### src/rtl/systemizer_seq.sv
// Sequencer for the systemizer core: load host matrix, run the core, retry on fail, unload result.
// Optional watchdog on the core run, enabled with `define SYS_TIMEOUT_EN.
module systemizer_seq #(
    parameter int unsigned N         = 4,
    parameter int unsigned L         = 8,
    parameter int unsigned K         = 16,
    parameter int unsigned M         = 3,
    parameter int unsigned BLOCK     = 4,
    parameter int unsigned MAX_RETRY = 3,
    parameter int unsigned TIMEOUT   = 4096,
    localparam int unsigned EW       = $clog2(M),
    localparam int unsigned DW       = BLOCK * EW,
    localparam int unsigned DEPTH    = (L * K) / BLOCK,
    localparam int unsigned AW       = $clog2(DEPTH),
    localparam int unsigned RW       = (MAX_RETRY > 0) ? $clog2(MAX_RETRY + 1) : 1
) (
    input  logic          clk,
    input  logic          rst,
    input  logic          cmd_start,
    input  logic          in_valid,
    input  logic [DW-1:0] in_data,
    output logic          in_ready,
    output logic          reload_req,
    output logic          out_valid,
    output logic [DW-1:0] out_data,
    output logic          out_last,
    input  logic          out_ready,
    output logic          sys_start,
    input  logic          sys_done,
    input  logic          sys_fail,
    input  logic          sys_success,
    output logic          sys_wr_en,
    output logic [AW-1:0] sys_wr_addr,
    output logic [DW-1:0] sys_data_in,
    output logic          sys_rd_en,
    output logic [AW-1:0] sys_rd_addr,
    input  logic [DW-1:0] sys_data_out,
    output logic          busy,
    output logic [1:0]    status,
    output logic [RW-1:0] retry_cnt
);

    if (N == 0 || TIMEOUT == 0 || DEPTH * BLOCK != L * K) begin : g_param_check
        $error("systemizer_seq: inconsistent parameters");
    end

    typedef enum logic [2:0] {
        StIdle,
        StLoad,
        StRun,
        StWait,
        StUnload,
        StDoneOk,
        StDoneErr
    } state_e;

    localparam logic [AW-1:0] LastAddr = AW'(DEPTH - 1);

    state_e          state_q, state_d;
    logic [AW-1:0]   wcnt_q, wcnt_d;
    logic [AW-1:0]   rcnt_q, rcnt_d;
    logic [AW-1:0]   ocnt_q, ocnt_d;
    logic            rd_all_q, rd_all_d;
    logic [1:0]      status_q, status_d;
    logic [RW-1:0]   retry_q, retry_d;

    // Two-entry result FIFO fed by the core read port one cycle after each read.
    logic [DW-1:0]   fifo_q [2];
    logic            wptr_q, rptr_q;
    logic [1:0]      fcnt_q;
    logic            rd_pend_q;
    logic            push, pop;
    logic [2:0]      occupancy;

`ifdef SYS_TIMEOUT_EN
    localparam int unsigned TW = $clog2(TIMEOUT + 1);
    logic [TW-1:0]   wd_q, wd_d;
`endif

    assign push      = rd_pend_q;
    assign out_valid = (fcnt_q != 2'd0);
    assign pop       = out_valid && out_ready;
    assign out_data  = out_valid ? fifo_q[rptr_q] : '0;
    assign out_last  = out_valid && (ocnt_q == LastAddr);
    assign busy      = !(state_q inside {StIdle, StDoneOk, StDoneErr});
    assign status    = status_q;
    assign retry_cnt = retry_q;
    assign occupancy = {1'b0, fcnt_q} + {2'b00, rd_pend_q};

    always_comb begin
        state_d     = state_q;
        wcnt_d      = wcnt_q;
        rcnt_d      = rcnt_q;
        ocnt_d      = ocnt_q;
        rd_all_d    = rd_all_q;
        status_d    = status_q;
        retry_d     = retry_q;
        in_ready    = 1'b0;
        reload_req  = 1'b0;
        sys_start   = 1'b0;
        sys_wr_en   = 1'b0;
        sys_wr_addr = '0;
        sys_data_in = '0;
        sys_rd_en   = 1'b0;
        sys_rd_addr = '0;
`ifdef SYS_TIMEOUT_EN
        wd_d        = wd_q;
`endif

        unique case (state_q)
            StIdle, StDoneOk, StDoneErr: begin
                if (cmd_start) begin
                    state_d  = StLoad;
                    status_d = 2'd0;
                    retry_d  = '0;
                end
            end

            StLoad: begin
                in_ready = 1'b1;
                if (in_valid) begin
                    sys_wr_en   = 1'b1;
                    sys_wr_addr = wcnt_q;
                    sys_data_in = in_data;
                    if (wcnt_q == LastAddr) begin
                        wcnt_d  = '0;
                        state_d = StRun;
                    end else begin
                        wcnt_d = wcnt_q + 1'b1;
                    end
                end
            end

            StRun: begin
                sys_start = 1'b1;
                state_d   = StWait;
`ifdef SYS_TIMEOUT_EN
                wd_d      = '0;
`endif
            end

            StWait: begin
                if (sys_done && sys_success) begin
                    state_d = StUnload;
                end else if (sys_done && (sys_fail || !sys_success)) begin
                    // A done with no flag set is handled as a failure.
                    if (retry_q < RW'(MAX_RETRY)) begin
                        retry_d    = retry_q + 1'b1;
                        reload_req = 1'b1;
                        state_d    = StLoad;
                    end else begin
                        state_d  = StDoneErr;
                        status_d = 2'd2;
                    end
                end else begin
`ifdef SYS_TIMEOUT_EN
                    if (wd_q == TW'(TIMEOUT - 1)) begin
                        state_d  = StDoneErr;
                        status_d = 2'd3;
                    end else begin
                        wd_d = wd_q + 1'b1;
                    end
`endif
                end
            end

            StUnload: begin
                // A slot freed by this cycle's pop can be refilled, giving one word per cycle.
                if (!rd_all_q && (occupancy < (3'd2 + {2'b00, pop}))) begin
                    sys_rd_en   = 1'b1;
                    sys_rd_addr = rcnt_q;
                    if (rcnt_q == LastAddr) begin
                        rcnt_d   = '0;
                        rd_all_d = 1'b1;
                    end else begin
                        rcnt_d = rcnt_q + 1'b1;
                    end
                end
                if (pop) begin
                    if (ocnt_q == LastAddr) begin
                        ocnt_d   = '0;
                        rd_all_d = 1'b0;
                        state_d  = StDoneOk;
                        status_d = 2'd1;
                    end else begin
                        ocnt_d = ocnt_q + 1'b1;
                    end
                end
            end

            default: state_d = StIdle;
        endcase
    end

    always_ff @(posedge clk or posedge rst) begin
        if (rst) begin
            state_q   <= StIdle;
            wcnt_q    <= '0;
            rcnt_q    <= '0;
            ocnt_q    <= '0;
            rd_all_q  <= 1'b0;
            status_q  <= 2'd0;
            retry_q   <= '0;
            fifo_q[0] <= '0;
            fifo_q[1] <= '0;
            wptr_q    <= 1'b0;
            rptr_q    <= 1'b0;
            fcnt_q    <= 2'd0;
            rd_pend_q <= 1'b0;
`ifdef SYS_TIMEOUT_EN
            wd_q      <= '0;
`endif
        end else begin
            state_q   <= state_d;
            wcnt_q    <= wcnt_d;
            rcnt_q    <= rcnt_d;
            ocnt_q    <= ocnt_d;
            rd_all_q  <= rd_all_d;
            status_q  <= status_d;
            retry_q   <= retry_d;
            rd_pend_q <= sys_rd_en;
            if (push) begin
                fifo_q[wptr_q] <= sys_data_out;
                wptr_q         <= ~wptr_q;
            end
            if (pop) begin
                rptr_q <= ~rptr_q;
            end
            fcnt_q <= fcnt_q + {1'b0, push} - {1'b0, pop};
`ifdef SYS_TIMEOUT_EN
            wd_q      <= wd_d;
`endif
        end
    end

endmodule

### config.mk
export PLATFORM = sky130hd
export DESIGN_NAME = systemizer_seq
export DESIGN_NICKNAME = d
export VERILOG_FILES = /design/src/rtl/systemizer_seq.sv
export SDC_FILE = /design/constraint.sdc
export NUM_CORES = 1
export LEC_CHECK = 0
export ABC_AREA = 1
export BUFFER_PORTS_ARGS = -buffer_cell sky130_fd_sc_hd__buf_2
export CAP_MARGIN = 20
export CELL_PAD_IN_SITES_DETAIL_PLACEMENT = 0
export CELL_PAD_IN_SITES_GLOBAL_PLACEMENT = 2
export CORE_MARGIN = 2
export CORE_UTILIZATION = 33
export CTS_BUF_LIST = sky130_fd_sc_hd__clkbuf_16
export CTS_CLUSTER_DIAMETER = 60
export DETAILED_ROUTE_END_ITERATION = 10
export PLACE_DENSITY_LB_ADDON = 0.1
export SLEW_MARGIN = 20
export SYNTH_ARGS = -nofsm -noshare
export SYNTH_HDL_FRONTEND = slang
export SYNTH_SLANG_ARGS = --single-unit
### constraint.sdc
create_clock -name clk -period 3.2 [get_ports clk]
set_clock_uncertainty 0.2 [all_clocks]
set_input_delay 0.16 -clock clk [delete_from_list [all_inputs] [get_ports clk]]
set_output_delay 0.16 -clock clk [all_outputs]
set_load 0.1 [all_outputs]
Word level (Yosys, flattened, before mapping)
Cells that the tools add are included.
{ "totals": {"output_inout_bits": 38, "elab_cells": 121, "in_bits": 24, "reg_bits": 44} }
{ "classes": {"addsub": 8, "reduce_logical": 22, "bitwise_logic": 4, "n_eq_ne": 19, "n_lt_le_gt_ge": 5, "n_mux": 50} }
{ "op_table": {"columns": ["cell", "n"], "rows": [
  ["$mux W8", 7],
  ["$mux W5", 7],
  ["$mux W3", 8],
  ["$mux W2", 9],
  ["$ne A2 B2 Y1 const B", 9],
  ["$bwmux W16", 1],
  ["$add A5 B1 Y5 const B", 3],
  ["$eq A5 B5 Y1 const B", 3],
  ["$pmux W3 S5", 1],
  ["$mux W1", 14],
  ["$eq A3 B3 Y1 const B", 3],
  ["$demux W8 S1", 1],
  ["$reduce_and A7 Y1", 1],
  ["$eq A3 B2 Y1 const B", 2],
  ["$logic_and A1 B1 Y1", 6],
  ["$pmux W2 S3", 1],
  ["$reduce_and A2 Y1", 3],
  ["$reduce_and A6 Y1", 1],
  ["$reduce_bool A3 Y1", 2],
  ["$reduce_and A5 Y1", 1],
  ["$ge A2 B2 Y1 const B", 2],
  ["$not A1 Y2", 2],
  ["$pmux W2 S2", 1],
  ["$reduce_bool A2 Y1", 2],
  ["other kinds (15)", 18]
]} }

Logic depth before layout (Yosys ltp)
Gate-level depths: netlist (run 1).
{ "depth": {"depth_word": 8, "ltp_mapped": 11} }

Least setup slack after synthesis (run 1)
No wires, ideal clock.
{ "synth_timing": {"path_type": "reg2reg", "from": "register state_q[2]", "to": "register wcnt_q[0]", "required_ps": 2792, "setup_slack_ps": 246, "n_path_buf": 1, "t_arrival_ps": 2545, "stages_incl_launch_ff": 8, "path_cell_list": "dfrtp_1 > buf_6 > inv_4 > nand3_4 > inv_2 > nand2_4 > nor2_1 > a21oi_1"} }
{ "synth_via": {"elab_chain_cells": 2} }
{ "synth_lines": {"columns": ["element", "line_no", "source"], "rows": [
  ["start: declaration", "59", "state_e state_q, state_d;"],
  ["start signal: assignment", "197", "state_q <= StIdle;"],
  ["start signal: assignment", "214", "state_q <= state_d;"],
  ["$eq A3 B1 Y1", "110", "unique case (state_q)"],
  ["$reduce_and A2 Y1 (no line)", null, null],
  ["end signal: assignment", "215", "wcnt_q <= wcnt_d;"],
  ["end: declaration", "60", "logic [AW-1:0] wcnt_q, wcnt_d;"]
]} }
No other way between the ends.
A chain may end at the register's enable or synchronous reset.

Final worst setup path (run 1)
{ "layout_timing": {"from": "register fcnt_q[0]", "to": "output sys_rd_en"} }
{ "layout_via": {"elab_chain_cells": 7} }
{ "layout_lines": {"columns": ["element", "line_no", "source"], "rows": [
  ["start: declaration", "70", "logic [1:0] fcnt_q;"],
  ["start signal: assignment", "229", "fcnt_q <= fcnt_q + {1'b0, push} - {1'b0, pop};"],
  ["$reduce_bool A2 Y1", "81", "assign out_valid = (fcnt_q != 2'd0);"],
  ["$logic_and A1 B1 Y1", "82", "assign pop = out_valid && out_ready;"],
  ["$add A2 B1 Y3", "169", "if (!rd_all_q && (occupancy < (3'd2 + {2'b00, pop}))) begin"],
  ["$lt A3 B3 Y1 (*)", "169", null],
  ["$logic_and A1 B1 Y1 (*)", "169", null],
  ["$mux W1 (*)", "169", null],
  ["$mux W1 (*)", "110", null],
  ["end: declaration", "35", "output logic sys_rd_en,"]
]} }
Mark *: on every way between the ends. The rest lies on a longest branch, timed or not.

==> results.py, run 1 <==
metrics = {
    "sta": {
        "hold_violations": 0,
        "rsz0062_at_grt": "no",
        "maxSlewHeadroom": 0.380,
        "setup_viol": 0,
        "period_share": 0.799,
        "final_max_slew_viol_count": 0,
        "layout_min_cycle_time_ns": 2.56,
        "fin_setup_tns_ns": 0,
        "max_freq_mhz": 391,
        "tightest_slew_ns": 0.929,
    },
    "route": {
        "drt-total-wl_mm": 5.37,
        "wire_per_inst_um": 10.8,
        "drc": 0,
        "viasPerCell": 4.44,
        "drtAntennaViolNets": 0,
        "vias": 2207,
        "drt_iter0_markers": 81,
        "drtPass1Iterations": 4,
    },
    "synthesis": {
        "synth-simple-area-share": 0.297,
        "synth_compound_area_frac": 0.100,
        "yosysSeqAreaShare": 0.428,
        "yosysMostFrequentCell": "nand2_1",
        "synth_cells": 326,
        "dominantRegCellSynth": "dfrtp_1",
        "synth-seq-cells": 44,
        "synth_commonest_cells": "96 x nand2_1, 44 x dfrtp_1, 38 x inv_1, 27 x nor2_1, 23 x o21ai_0",
        "yosysWarningCount": 0,
        "yosysTopAreaCellShare": 0.428,
        "synth_largest_area_cell": "dfrtp_1",
        "synth_area_leaders": "dfrtp_1 43%, nand2_1 14%, inv_1 5.5%",
        "synth_top_family_by_area": "simple AND/OR/NAND/NOR gates",
        "synth_area_um2": 2570,
        "synthAdderAreaFrac": 0.0535,
        "synth_cell_types": 35,
        "synth-xor-area-share": 0.0204,
        "avgSynthCellArea_um2": 7.89,
        "synth_mux_area_frac": 0,
        "syn_nets": 361,
        "async_flop_share": 1.00,
        "synth_edf_count": 0,
    },
    "job": {
        "maxCapViolations": 0,
    },
    "critical_path": {
        "cpPeakStageDelay_ns": 0.45,
        "path_common_cell": "ha_1",
        "crit_fanout": 11,
        "cp-start-kind": "register",
        "crit_chain": "ha_1 > ha_1 > nor3_4 > nand2_2 > inv_1 > buf_2",
        "critPathSlowestCell": "dfrtp_1",
        "path_class": "reg -> out",
        "end_kind": "output pin",
        "cp_data_arrival_time_ns": 2.20,
        "cp.required_ns": 2.84,
    },
    "clocking": {
        "cts_sinks": 44,
        "cts_buffers": 5,
        "postCtsSetupBuffers": 0,
        "clk_latency_ns": 0.28,
        "clockBufferDepth": 2,
        "cts_root_buf": "clkbuf_16",
        "cts_tree": "built",
        "clk_pin_slew_ns": 0.06,
        "htreeDepth": 2,
    },
    "place": {
        "dpl.hpwl_mm": 3.90,
        "port_buffers": 60,
        "finalWeightedCongestion": 0.756,
    },
    "global_route": {
        "grt_max_degree": 45,
        "grt_antenna_before_repair": 0,
        "grt_use_total": 0.136,
        "grt_overflow": 0,
        "grt_pass1_vias": 2177,
        "grt_pass1_wl_mm": 9.33,
    },
    "layout": {
        "diodes": 0,
        "fin_util": 0.415,
        "area_growth_pct": 23.2,
        "drive_gt1_frac": 0.243,
        "final_net_count": 429,
        "fillers": 798,
    },
    "die": {
        "core.rowCount": 32,
        "die_area_um2": 8520,
        "start_util": 0.336,
        "core_area_um2": 7650,
        "chipHeight_um": 92.3,
        "io_pins": 62,
        "dieWidth_um": 92.3,
    },
    "outcome": {
        "status": "finished, final reports clean",
    },
    "hold_path": {
        "min_path_type": "in -> reg",
    },
}
==> through the flow <==
stage	worst slack [ns]	cells	cell area, um^2	hold WS [ns]
floorplan	0.246	326	2570	0.107
global placement	0.953	479	2930	0.223
detailed placement	0.924	479	2930	0.230
CTS	0.610	497	3170	0.0639
global route	0.514	497	3170	0.121
finish	0.644	497	3170	0.0609
==> registers in the layout, indices dropped and copies added, names as in the netlist, 2 cells and up <==
signal     count
fifo_q        16
fcnt_q         2
rcnt_q         5
status         2
retry_cnt      2
wcnt_q         5
ocnt_q         5
state_q        3
==> critical path: cells and delay by family, from the launching register on <==
kind | cells | cell delay [ns]
buffers and inverters | 2 | 0.64
flip-flops | 1 | 0.45
adder cells (fa/ha/maj) | 2 | 0.45
AND/OR/NAND/NOR | 2 | 0.38
==> metal layers <==
layer  routed length, um  share of wire  global-route usage
met1                2480           0.46               0.160
met2                2550           0.48               0.241
met3                 254          0.047              0.0301
met4                  81          0.015              0.0498
met5                   0              0                   0
==> what timing repair did <==
action,4_1_cts,5_1_grt
gates resized for setup,0,0
hold buffers,10,0
endpoints found under the hold margin,61,0
==> kinds of logic after synthesis <==
logic type      after synthesis
compound gates               47
fa+ha+maj                    11
xor+xnor                      6
buf+inv                      56
flops                        44
simple gates                162
==> worst paths after layout <==
| check | to | slack [ns] | from | cells past startpoint |
|---|---|---|---|---|
| max | sys_rd_en | 0.64 | fcnt_q[0] | 6 |
| min | retry_cnt[0] | 0.06 | sys_success | 4 |
| max reg2reg | fcnt_q[1] | 1.28 | fcnt_q[0] | 7 |
| min reg2reg | fifo_q[1] | 0.28 | fifo_q[1] | 2 |
| max in group asynchronous | ocnt_q[0] | 1.79 | rst | 3 |
| min in group asynchronous | status[1] | 0.43 | rst | 3 |
==> cells in the final DEF, fill, tap and decap left out, types with 6 or more instances in the layout <==
master / Yosys / layout
o21ai_1: 6 / 6
nor2_1: 27 / 27
buf_2: 4 / 60
nand3_1: 10 / 10
dlygate4sd3_1: 0 / 10
nand4_1: 7 / 7
ha_1: 11 / 11
nand2_1: 96 / 96
o21ai_0: 23 / 23
a21oi_1: 12 / 12
inv_1: 38 / 37
dfrtp_1: 44 / 44
==> final cells by class <==
| cell class | count | area (um^2) | share of cell area |
|---|---|---|---|
| Tap cell | 102 | 128 | 0.0403 |
| Clock buffer | 5 | 125 | 0.0395 |
| Sequential cell | 44 | 1100 | 0.347 |
| Clock inverter | 3 | 13.8 | 0.00434 |
| Multi-Input combinational cell | 226 | 1210 | 0.382 |
| Inverter | 47 | 191 | 0.0604 |
| Timing Repair Buffer | 70 | 400 | 0.126 |
Power of run 1 is left out: the tool's default activity adds up to more than one toggle a clock period on the data nets, which glitch-free logic cannot reach.
==> inputs of run 2 (changes only) <==
--- a/config.mk
+++ b/config.mk
@@ -11,7 +11,7 @@
 export CELL_PAD_IN_SITES_DETAIL_PLACEMENT = 0
 export CELL_PAD_IN_SITES_GLOBAL_PLACEMENT = 2
 export CORE_MARGIN = 2
-export CORE_UTILIZATION = 33
+export CORE_UTILIZATION = 27
 export CTS_BUF_LIST = sky130_fd_sc_hd__clkbuf_16
 export CTS_CLUSTER_DIAMETER = 60
 export DETAILED_ROUTE_END_ITERATION = 10
==> constraint.sdc (replaced) <==
create_clock -name clk -period 2.2 [get_ports clk]
set_clock_uncertainty 0.2 [all_clocks]
set_input_delay 0.11 -clock clk [delete_from_list [all_inputs] [get_ports clk]]
set_output_delay 0.11 -clock clk [all_outputs]
set_load 0.1 [all_outputs]
==> run 2 against run 1 <==
Final area rose by 14%. Register-to-register slack got worse by 0.91 ns. Flip-flop and latch count did not move. Worst setup slack got worse by 0.55 ns. Die area rose by 21%. Wire length rose by 7.7%. First-iteration DRC count fell by 40%. Clock-buffer cell count did not move. Critical path depth rose by 1. Hold slack improved by 0.0059 ns. Critical path type unchanged. Critical endpoint unchanged. Highest routed layer unchanged.
==> results.py, run 2 (synthesized netlist as in run 1, its figures left out) <==
metrics = {
    "layout": {
        "fillers": 982,
        "area_growth_pct": 39.9,
        "drive_gt1_frac": 0.324,
        "diodes": 0,
        "fin_cells": 536,
        "largest_register_ffs": 16,
        "fin_area_um2": 3600,
        "final_net_count": 441,
        "layout_commonest_cell": "nand2_1",
        "regMostFlops": "fifo_q",
        "register_area_um2": 1110,
        "multi_input_area_um2": 1320,
        "most-common-layout-cells": "96 x nand2_1, 49 x buf_2, 40 x dfrtp_1",
    },
    "clocking": {
        "clk_latency_ns": 0.28,
        "cts_tree": "built",
        "htreeDepth": 2,
        "cts_root_buf": "clkbuf_16",
        "clk_pin_slew_ns": 0.06,
        "cts_sinks": 44,
        "cts_buffers": 5,
        "clockBufferDepth": 2,
    },
    "job": {
        "maxCapViolations": 0,
    },
    "sta": {
        "setup_viol": 0,
        "maxSlewHeadroom": 0.611,
        "max_freq_mhz": 474,
        "layout_min_cycle_time_ns": 2.11,
        "hold_violations": 0,
        "period_share": 0.959,
        "final_max_slew_viol_count": 0,
        "tightest_slew_ns": 0.583,
    },
    "critical_path": {
        "crit_fanout": 6,
        "path_common_cell": "ha_1",
        "r2r_slack_ns": 0.37,
        "cp_data_arrival_time_ns": 1.80,
        "cp-start-kind": "register",
        "critPathSlowestCell": "dfrtp_1",
        "end_kind": "output pin",
        "path_class": "reg -> out",
        "crit_chain": "ha_1 > ha_1 > nor3_4 > nand2_4 > buf_4 > clkinvlp_4 > buf_12",
        "cpPeakStageDelay_ns": 0.38,
        "cp.required_ns": 1.89,
    },
    "global_route": {
        "grt_overflow": 0,
        "grt_antenna_before_repair": 0,
        "grt_max_degree": 26,
        "grt_use_total": 0.119,
        "grt_pass1_vias": 2111,
        "grt_pass1_wl_mm": 9.75,
    },
    "power_and_ir_drop": {
        "swShare": 0.590,
        "comb_power_share": 0.640,
        "pwr-share-clk": 0.155,
        "p_total_mw": 5.36,
        "switching_power_mw": 3.16,
        "p_leak_nw": 1.83,
        "vdd_ir_drop_max_v": 0.000787,
        "p_seq_frac": 0.205,
        "p_int_mw": 2.19,
        "p_per_area_nw_per_um2": 1490,
    },
    "die": {
        "dieWidth_um": 102,
        "start_util": 0.278,
        "core.rowCount": 35,
        "die_area_um2": 10300,
        "io_pins": 62,
        "core_area_um2": 9240,
        "chipHeight_um": 102,
    },
    "route": {
        "drt-total-wl_mm": 5.79,
        "drc": 0,
        "drtAntennaViolNets": 0,
        "vias": 2233,
        "drt_iter0_markers": 49,
        "viasPerCell": 4.17,
        "drtPass1Iterations": 4,
        "wire_per_inst_um": 10.8,
    },
    "outcome": {
        "status": "finished, final reports clean",
    },
    "hold_path": {
        "min_path_type": "in -> reg",
    },
    "place": {
        "dpl.hpwl_mm": 4.37,
        "dpl.cell_count": 514,
        "finalWeightedCongestion": 0.763,
        "dpl_cell_area_um2": 3290,
        "port_buffers": 60,
    },
}
[run 2: changes by cell type in the layout (fill, tap and decap cells not counted), moves of 4 or more]
cell,before,now
nor2_1,27,16
buf_12,0,10
nor2_4,3,13
buf_2,60,49
dfrtp_1,44,40
dfrtp_2,0,4
buf_4,0,11
a21oi_1,12,4
a21oi_2,0,8
[run 2: worst max-delay path, delay by kind of cell, from the launching register on]
kind,cells,cell delay (ns)
DFF,1,0.38
and+or+nand+nor,2,0.29
adders and majority gates,2,0.41
buffers and inverters,3,0.44
[run 2: metal layers]
metal / vias to the layer above / global-route usage / share of wire
met2: 43 / 0.192 / 0.47
met3: 5 / 0.0262 / 0.041
li1: 1187 / - / -
met4: 0 / 0.0312 / 0.011
met5: - / 0 / 0
met1: 998 / 0.161 / 0.48
[run 2: path summary, 6_finish.rpt]
check | start | end | cells after the start
min reg2reg | rcnt_q[3] | rcnt_q[3] | 2
max | fcnt_q[0] | sys_rd_en | 7
max in group asynchronous | rst | rcnt_q[2] | 4
min in group asynchronous | rst | fifo_q[4] | 3
max reg2reg | wcnt_q[0] | state_q[2] | 11
min | sys_success | retry_cnt[0] | 4
[run 2: timing repair]
item,CTS,global route
gates resized for setup,1,4
setup endpoints to repair,3,8
hold endpoints to repair,40,0
hold buffers,10,0
buffers inserted,0,4
pin swaps,1,2
[run 2: per-stage QoR]
step	setup TNS [ns]	utilization	worst slack, ns	hold WS, ns
after floorplan	-0.461	-	-0.0539	0.0573
after global placement	0	0.356	0.235	0.00688
after detailed placement	0	0.356	0.223	0.0118
after CTS	0	0.385	0.00195	0.0680
after global routing	-0.00289	0.390	-0.00289	0.0890
final	0	0.390	0.0893	0.0668
[run 2: power by group through the flow]
stage	Clock [mW]	Sequential (mW)	Combinational, mW
floorplan	0	1.21	2.79
global placement	0	1.11	3.44
detailed placement	0	1.11	3.45
CTS	0.860	1.10	3.47
global route	0.904	1.12	3.65
finish	0.829	1.10	3.43
[run 2: final cells by class]
class                   instances  area share
repair buffers                 82       0.180
flip-flops and latches         44       0.307
multi-input cells             226       0.368
inverters                      47      0.0553
well taps                     129      0.0448
clock buffers                   5      0.0348
clock inverters                 3      0.0104
Note: power is estimated with default switching activity, not from simulation.
